<file path="config.mk">
export PLATFORM = sky130hd
export DESIGN_NAME = hit_accumulator
export DESIGN_NICKNAME = d
export VERILOG_FILES = /design/src/rtl/hit_accumulator_pkg.sv /design/src/rtl/hit_accumulator_dav_rfd_tx.sv /design/src/rtl/hit_accumulator.sv
export SDC_FILE = /design/constraint.sdc
export NUM_CORES = 1
export LEC_CHECK = 0
export CAP_MARGIN = 10
export CORE_MARGIN = 5
export CORE_UTILIZATION = 54
export DETAILED_ROUTE_END_ITERATION = 10
export PLACE_DENSITY_LB_ADDON = 0.08
export RECOVER_POWER = 100
export SYNTH_ARGS = -nofsm -noshare
export SYNTH_HDL_FRONTEND = slang
export SYNTH_SLANG_ARGS = --single-unit
</file>
<file path="constraint.sdc">
create_clock -name clock -period 2.2 [get_ports clock]
set_input_delay 0.22 -clock clock [delete_from_list [all_inputs] [get_ports clock]]
set_output_delay 0.22 -clock clock [all_outputs]
set_load 0.01 [all_outputs]
</file>
<file path="src/rtl/hit_accumulator_pkg.sv">
// hit_accumulator_pkg: shared window-size default and accumulator state encoding
package hit_accumulator_pkg;
  localparam int LOG_N_DEFAULT = 5;
  typedef logic [1:0] state_t;
  localparam state_t S_WAIT_DAV     = 2'd0;
  localparam state_t S_WAIT_DAV_HI  = 2'd1;
  localparam state_t S_WAIT_ORFD_LO = 2'd2;
  localparam state_t S_WAIT_ORFD_HI = 2'd3;
endpackage

</file>
<file path="src/rtl/hit_accumulator_dav_rfd_tx.sv">
// dav_rfd_tx: registered producer side of a dav_/rfd handshake with its data register
module dav_rfd_tx #(
  parameter int W = 6
) (
  input  logic         clock,
  input  logic         reset,
  input  logic         load_i,
  input  logic [W-1:0] data_i,
  input  logic         out_rfd_i,
  output logic         out_dav_o,
  output logic [W-1:0] out_data_o,
  output logic         lo_seen_o,
  output logic         done_o
);
  logic         busy_q;
  logic         dav_q;
  logic [W-1:0] data_q;
  assign lo_seen_o  = busy_q & ~dav_q & ~out_rfd_i;
  assign done_o     = busy_q & dav_q & out_rfd_i;
  assign out_dav_o  = dav_q;
  assign out_data_o = data_q;
  // load publishes data, consumer's rfd low withdraws dav_, rfd high again closes the transfer
  always_ff @(posedge clock) begin
    if (reset) begin
      busy_q <= 1'b0;
      dav_q  <= 1'b1;
      data_q <= '0;
    end else if (load_i) begin
      busy_q <= 1'b1;
      dav_q  <= 1'b0;
      data_q <= data_i;
    end else if (lo_seen_o) begin
      dav_q  <= 1'b1;
    end else if (done_o) begin
      busy_q <= 1'b0;
    end
  end
endmodule

</file>
<file path="src/rtl/hit_accumulator.sv">
// hit_accumulator: counts hits over 2^LOG_N verdicts and hands the total downstream; HANDSHAKE_TIMEOUT_EN adds a stuck-producer timeout and err
module hit_accumulator
  import hit_accumulator_pkg::*;
#(
  parameter int LOG_N = LOG_N_DEFAULT
`ifdef HANDSHAKE_TIMEOUT_EN
  , parameter int TIMEOUT = 255
`endif
) (
  input  logic           clock,
  input  logic           reset,
  input  logic           dav_,
  input  logic           z,
  output logic           rfd,
  output logic           out_dav_,
  output logic [LOG_N:0] out_hits,
  input  logic           out_rfd
`ifdef HANDSHAKE_TIMEOUT_EN
  , output logic         err
`endif
);
  localparam logic [LOG_N:0] N = {1'b1, {LOG_N{1'b0}}};
  state_t         state_q, state_d;
  logic [LOG_N:0] hits_q, hits_d;
  logic [LOG_N:0] samples_q, samples_d;
  logic           rfd_q, rfd_d;
  logic           load, lo_seen, done;
`ifdef HANDSHAKE_TIMEOUT_EN
  localparam int TW = $clog2(TIMEOUT + 1);
  logic [TW-1:0] timer_q, timer_d;
  logic          err_q, err_d;
  logic          expired;
  assign expired = timer_q == TW'(TIMEOUT - 1);
  assign err     = err_q;
`endif
  assign rfd = rfd_q;
  dav_rfd_tx #(.W(LOG_N + 1)) u_tx (
    .clock     (clock),
    .reset     (reset),
    .load_i    (load),
    .data_i    (hits_q),
    .out_rfd_i (out_rfd),
    .out_dav_o (out_dav_),
    .out_data_o(out_hits),
    .lo_seen_o (lo_seen),
    .done_o    (done)
  );
  // input handshake, window counting and hand-off sequencing
  always_comb begin
    state_d   = state_q;
    hits_d    = hits_q;
    samples_d = samples_q;
    rfd_d     = rfd_q;
    load      = 1'b0;
`ifdef HANDSHAKE_TIMEOUT_EN
    timer_d   = '0;
    err_d     = err_q;
`endif
    case (state_q)
      S_WAIT_DAV:
        if (!dav_) begin
          hits_d    = hits_q + (LOG_N + 1)'(z);
          samples_d = samples_q + (LOG_N + 1)'(1);
          rfd_d     = 1'b0;
          state_d   = S_WAIT_DAV_HI;
        end
      S_WAIT_DAV_HI:
        if (dav_) begin
          if (samples_q != N) begin
            rfd_d   = 1'b1;
            state_d = S_WAIT_DAV;
          end else begin
            load    = 1'b1;
            state_d = S_WAIT_ORFD_LO;
          end
        end
`ifdef HANDSHAKE_TIMEOUT_EN
        else if (expired) begin
          err_d     = 1'b1;
          rfd_d     = 1'b1;
          hits_d    = '0;
          samples_d = '0;
          state_d   = S_WAIT_DAV;
        end else begin
          timer_d = timer_q + TW'(1);
        end
`endif
      S_WAIT_ORFD_LO: state_d = lo_seen ? S_WAIT_ORFD_HI : state_q;
      S_WAIT_ORFD_HI:
        if (done) begin
          hits_d    = '0;
          samples_d = '0;
          rfd_d     = 1'b1;
          state_d   = S_WAIT_DAV;
        end
      default: state_d = S_WAIT_DAV;
    endcase
  end
  // state registers; reset aborts any window in progress
  always_ff @(posedge clock) begin
    if (reset) begin
      state_q   <= S_WAIT_DAV;
      hits_q    <= '0;
      samples_q <= '0;
      rfd_q     <= 1'b1;
`ifdef HANDSHAKE_TIMEOUT_EN
      timer_q   <= '0;
      err_q     <= 1'b0;
`endif
    end else begin
      state_q   <= state_d;
      hits_q    <= hits_d;
      samples_q <= samples_d;
      rfd_q     <= rfd_d;
`ifdef HANDSHAKE_TIMEOUT_EN
      timer_q   <= timer_d;
      err_q     <= err_d;
`endif
    end
  end
endmodule

</file>
### Yosys cells after proc, flatten, opt, wreduce, memory -nomap -nowiden

Cells that the tools add are included.

| cells by class | value |
|---|---|
| add/sub/neg operators | 2 |
| equal/unequal tests | 10 |
| multiplexer cells | 24 |
| bitwise operators | 6 |
| reductions and logical operators | 9 |

Operators by type and width:

| kind | number |
|---|---|
| case mux 6 bit (2 select lines) | 2 |
| 2-to-1 mux 6 bit | 3 |
| 2-to-1 mux 1 bit | 12 |
| inequality test 2 bit, second input constant | 6 |
| 2-to-1 mux 2 bit | 5 |
| case mux 2 bit (4 select lines) | 1 |
| adder 6 x 1 -> 6 bit | 1 |
| adder 6 x 1 -> 6 bit, second input constant | 1 |
| inequality test 6 bit, second input constant | 1 |
| nonzero test 2 bit | 3 |
| AND reduction 5 bit | 1 |
| bitwise AND 1 bit | 4 |
| == test 2 bit, second input constant | 2 |
| AND reduction 4 bit | 1 |
| case mux 1 bit (3 select lines) | 1 |
| AND reduction 3 bit | 1 |
| nonzero test 3 bit | 1 |
| == test 2 x 1 -> 1 bit, second input constant | 1 |
| logical NOT 2 bit | 1 |
| NOT 1 bit | 2 |
| AND reduction 2 bit | 1 |

| word-level totals | value |
|---|---|
| bits in registers | 23 |
| input port bits | 5 |
| output and inout bits | 8 |
| word-level logic and storage cells | 58 |

### Depth between registers and ports, before layout

| depth | value |
|---|---|
| word-level depth | 6 |
| gate-level depth with buffers | 6 |
| mapped depth without buffers | 6 |

### Modules after synthesis

Synthesis repeated with hierarchy kept, for this count alone.

| unflattened totals | value |
|---|---|
| cells, all modules | 129 |
| area total of the unflattened synthesis | 1182.4 um2 |

Modules (own cells, without submodules):

| module | instances | cells an instance | area an instance (um2) | sequential area each (um2) |
|---|---|---|---|---|
| hit_accumulator | 1 | 99 | 872.1 | 300.3 |
| dav_rfd_tx | 1 | 30 | 310.3 | 160.2 |

### Worst setup path after synthesis

Ideal clock, no wire load.

| timing | value |
|---|---|
| path type | register to register |
| from | register state_q[0] |
| to | register hits_q[3] |
| library setup time | 0.059 ns |
| data arrival time | 1.746 ns |
| required time | 2.141 ns |
| setup slack | 0.395 ns |
| stages on the path, launching flop included | 7 |
| buffers on the path | 0 |
| clock period less this slack | 1.805 ns |
| cells stage by stage | dfxtp_1 > inv_1 > ha_1 > a21o_1 > a21o_1 > or4_1 > nand2_1 |

| between the ends | value |
|---|---|
| longest elaborated chain between the ends | 3 |
| elaborated cells between the ends (all ways) | 7 |
| those cells by class | eq/ne: 3; mux: 1; reduce/logical: 3 |

Ends and longest elaborated chain:

| what | line | RTL |
|---|---|---|
| start: declaration | hit_accumulator.sv:23 | `state_t state_q, state_d;` |
| start signal: assignment | hit_accumulator.sv:111 | `state_q <= state_d;` |
| == test 2 bit or logical NOT 2 bit (tied branches) | hit_accumulator.sv:59 | `case (state_q)` |
| inequality test 2 bit (no line) or nonzero test 2 bit (tied branches) | -- |  |
| AND reduction 3 bit (no line) | -- |  |
| end signal: assignment | hit_accumulator.sv:112 | `hits_q <= hits_d;` |
| end: declaration | hit_accumulator.sv:24 | `logic [LOG_N:0] hits_q, hits_d;` |

Parallel ways exist; a longest one is shown, timed or not.
A chain may end at the register's enable or synchronous reset.

### Worst setup path in the final report

Ends and elaborated chain as after synthesis.

==> out/results.md <==
| Item | This run |
|---|---|
| Standard cell area after detailed placement | 1310 sq um |
| Initial DRC Count | 28 |
| Share of the synthesized netlist area taken by xor and xnor gates | 4.57% |
| Global router's overall resource usage | 14.5% |
| Reg2reg start | state_q[0]$_SDFFE_PP0P_ |
| Die ar. | 3160 sq um |
| Share of flip-flops with an asynchronous set or reset | 0% |
| Critical-path cell with the highest stage delay | or4_1 |
| Layout overhead on the synthesized area | 15.0% |
| Clock tree from TritonCTS | done |
| Post-synth EDFFs | 0 |
| Share of synthesized area occupied by flip-flops and latches | 40.0% |
| Final Cell Area | 1320 sq um |
| Setup Skew | 0.0111 ns |
| Effective utilization at floorplan | 57.5% |
| Static leakage | 0.000539 uW |
| Top fanout value on the critical path | 9 |
| CP Launch Type | register |
| Count of mapped cells out of synthesis | 126 |
| Routed WL | 2120 um |
| Leading cell types in the layout, fill and taps excluded | dfxtp_1, nor2_1, nand2_1 |
| Standard-cell row count | 16 |
| Inserted Clock Buffers | 3 |
| Resize count post-CTS | 0 |
| Wire length of the first global-routing pass | 3770 um |
| Setup repair after global routing missed its margin | no |
| Via total after detailed routing | 917 |
| Number of antenna repair diodes | 0 |
| Setup tns final | 0 ns |
| Chip height | 56.2 um |
| Top_reg_cell synth | dfxtp_1 |
| Clk slew on worst S/H paths | 0.14 ns |
| Fraction of layout instances using a drive strength above 1 | 5.67% |
| Mean cell area of the mapped netlist | 9.14 sq um |
| Drc violations | 0 |
| Clock insertion delay at the later pin of the skew report | 0.31 ns |
| Kind of critical path | register to register |
| Total iterations of the first detailed-routing run | 4 |
| Most common library cell in the layout ignoring fill and taps | dfxtp_1 |
| Via count of the first global-routing pass | 837 |
| Slew HR | 53.3% |
| Post-Synthesis Net Count | 140 |
| Synthesis warning total | 0 |
| Required time at the worst-slack endpoint | 2.47 ns |
| # setup viols final | 0 |
| Initial antenna violation count | 0 |
| Worst path cell trace | inv_1 -> ha_1 -> a21o_1 -> a21o_1 -> or4_1 -> nand2_1 |
| Seq cells post-synth | 23 |
| Total count of max-transition violations in the final report | 0 |
| Area of the mapped netlist | 1150 sq um |
| Setup slack of the worst register-to-register path | 0.20 ns |
| Maximum number of pins on one net before global-route repair | 15 |
| Period Utilization, post-route | 90.8% |
| Result of the run | complete, no violations |
| Maximum single-stage delay on the critical path | 0.49 ns |
| Post-synthesis simple-gate area fraction | 20.1% |
| Dominant cell type by area after synthesis | dfxtp_1 |
| Design Power | 776 uW |
| Average wire per standard cell | 12.6 um |
| Ratio of total power to cell area | 586 nW/um^2 |
| Clk root buf | clkbuf_4 |
| Portion of synthesized cell area occupied by the leading cell type | 40.0% |
| Clock period minus final worst setup slack | 2.00 ns |
| Hold-fix buffers at CTS | 0 |
| Max Buffers Root-to-Sink | 2 |
| NumNets Final | 156 |
| Top cells by area, synth | dfxtp_1, ha_1, mux2i_1, xnor2_1, nor2_1 |
| VDD IR max | 476 uV |
| Area of the placeable core | 2000 sq um |
| Arrival time at the worst endpoint | 2.26 ns |
| Remaining Overflow, GRT | 0 |
| Crit path top cell by count | a21o_1 |
| Slew of the pin with the lowest slew margin | 0.701 ns |
| Number of setup buffers added after CTS | 0 |
| Number of library cell types mapped by synthesis | 32 |
| I/O Buffers | 12 |
| Horizontal die dimension | 56.2 um |
| DP Wirelength | 1590 um |
| Largest family of logic cells by synthesized area | simple AND/OR/NAND/NOR gates |
| Compound-cell area share of the yosys netlist | 17.4% |
| Critical Path Start | state_q[0]$_SDFFE_PP0P_ |
| H-tree depth | 1 |
| Number of fill cells in the layout | 186 |
| Post-synthesis mux area share | 5.22% |
| Final weighted congestion of routability-driven global placement | 0.783 |
| Post-DR vias/cell | 5.46 |
| Type of the most critical hold path | register to register |
| # Max-Cap Violations | 0 |
| Top achievable clock speed | 501 MHz |
| Adder and majority cell fraction of the synthesized area | 9.78% |
| Final hold violation count | 0 |
| CTS sink count | 23 |
| # IOs | 13 |
| Nature of the critical path endpoint | register |
| Number of nets still failing antenna checks after routing | 0 |
| Startpoint of the most critical hold path | hits_q[0]$_SDFFE_PP0P_ |
==> synthesized netlist by cell type (all sizes together) (2+ instances only) <==
cell type	instances
nand2	11
nand2b	3
dfxtp	23
mux2i	6
or3	2
inv	6
a21o	3
nor2	13
a211oi	6
o21ai	3
xnor2	6
ha	9
nand3	7
a21oi	9
and4	2
clkbuf	3
==> per-layer routing <==
layer | track usage, % | vias up | wire (um)
li1 | - | 482 | -
met1 | 20.2 | 419 | 1050
met2 | 22.5 | 16 | 980
met3 | 2.55 | 0 | 88
met4 | 4.75 | 0 | 0
met5 | 0 | - | 0
==> path summary, 6_finish.rpt <==
path / end / cells past startpoint
worst min-delay path: hits_q[0]$_SDFFE_PP0P_ / 2
worst min register to register: hits_q[0]$_SDFFE_PP0P_ / 2
worst max-delay path: hits_q[3]$_SDFFE_PP0P_ / 6
worst max register to register: hits_q[3]$_SDFFE_PP0P_ / 6
==> report_power, final <==
group	leakage (uW)	switching [uW]	internal, uW	total (uW)
Combinational	0.000335	71.1	55.2	126
Clock	0.0000177	128	67.8	196
Sequential	0.000186	19.7	435	454
Total	0.000539	219	558	776
==> logic make-up after synthesis <==
group / count (synthesis)
flops: 23
buf+inv: 9
compound gates: 29
simple gates: 44
xor+xnor: 6
mux: 6
fa+ha+maj: 9
==> stage by stage <==
| step | hold WS (ns) | std cells | util (%) | setup WS [ns] |
|---|---|---|---|---|
| final | 0.497 | 168 | 66.1 | 0.203 |
| after global routing | 0.513 | 168 | 66.1 | 0.0522 |
| after CTS | 0.495 | 168 | 66.8 | 0.209 |
| after detailed placement | 0.477 | 164 | 65.4 | 0.238 |
| after global placement | 0.470 | 164 | 65.4 | 0.324 |
| after floorplan | 0.399 | 126 | - | 0.395 |
==> cell type report <==
cell class / instances / area (sq um) / area share, %
Timing Repair Buffer: 14 / 135 / 10.2
Multi-Input combinational cell: 94 / 644 / 48.7
Inverter: 6 / 22.5 / 1.70
Clock buffer: 3 / 22.5 / 1.70
Clock inverter: 1 / 5.00 / 0.378
Sequential cell: 23 / 460 / 34.8
Tap cell: 27 / 33.8 / 2.55
==> flip-flops by register name, indices dropped and copies added (netlist names), named ones only <==
register and flops:
hits_q 6, rfd 1, samples_q 6, state_q 1, u_tx.busy_q 1, u_tx.out_data_o 6, u_tx.out_dav_o 1
==> worst max-delay path: cells and delay by family, from the launching register on <==
kind            cells  cell delay (ns)
fa+ha+maj           1             0.33
simple gates        2             0.57
buf+inv             1             0.11
flops               1             0.45
compound gates      2             0.49
Power figures use the tool's default switching activity.
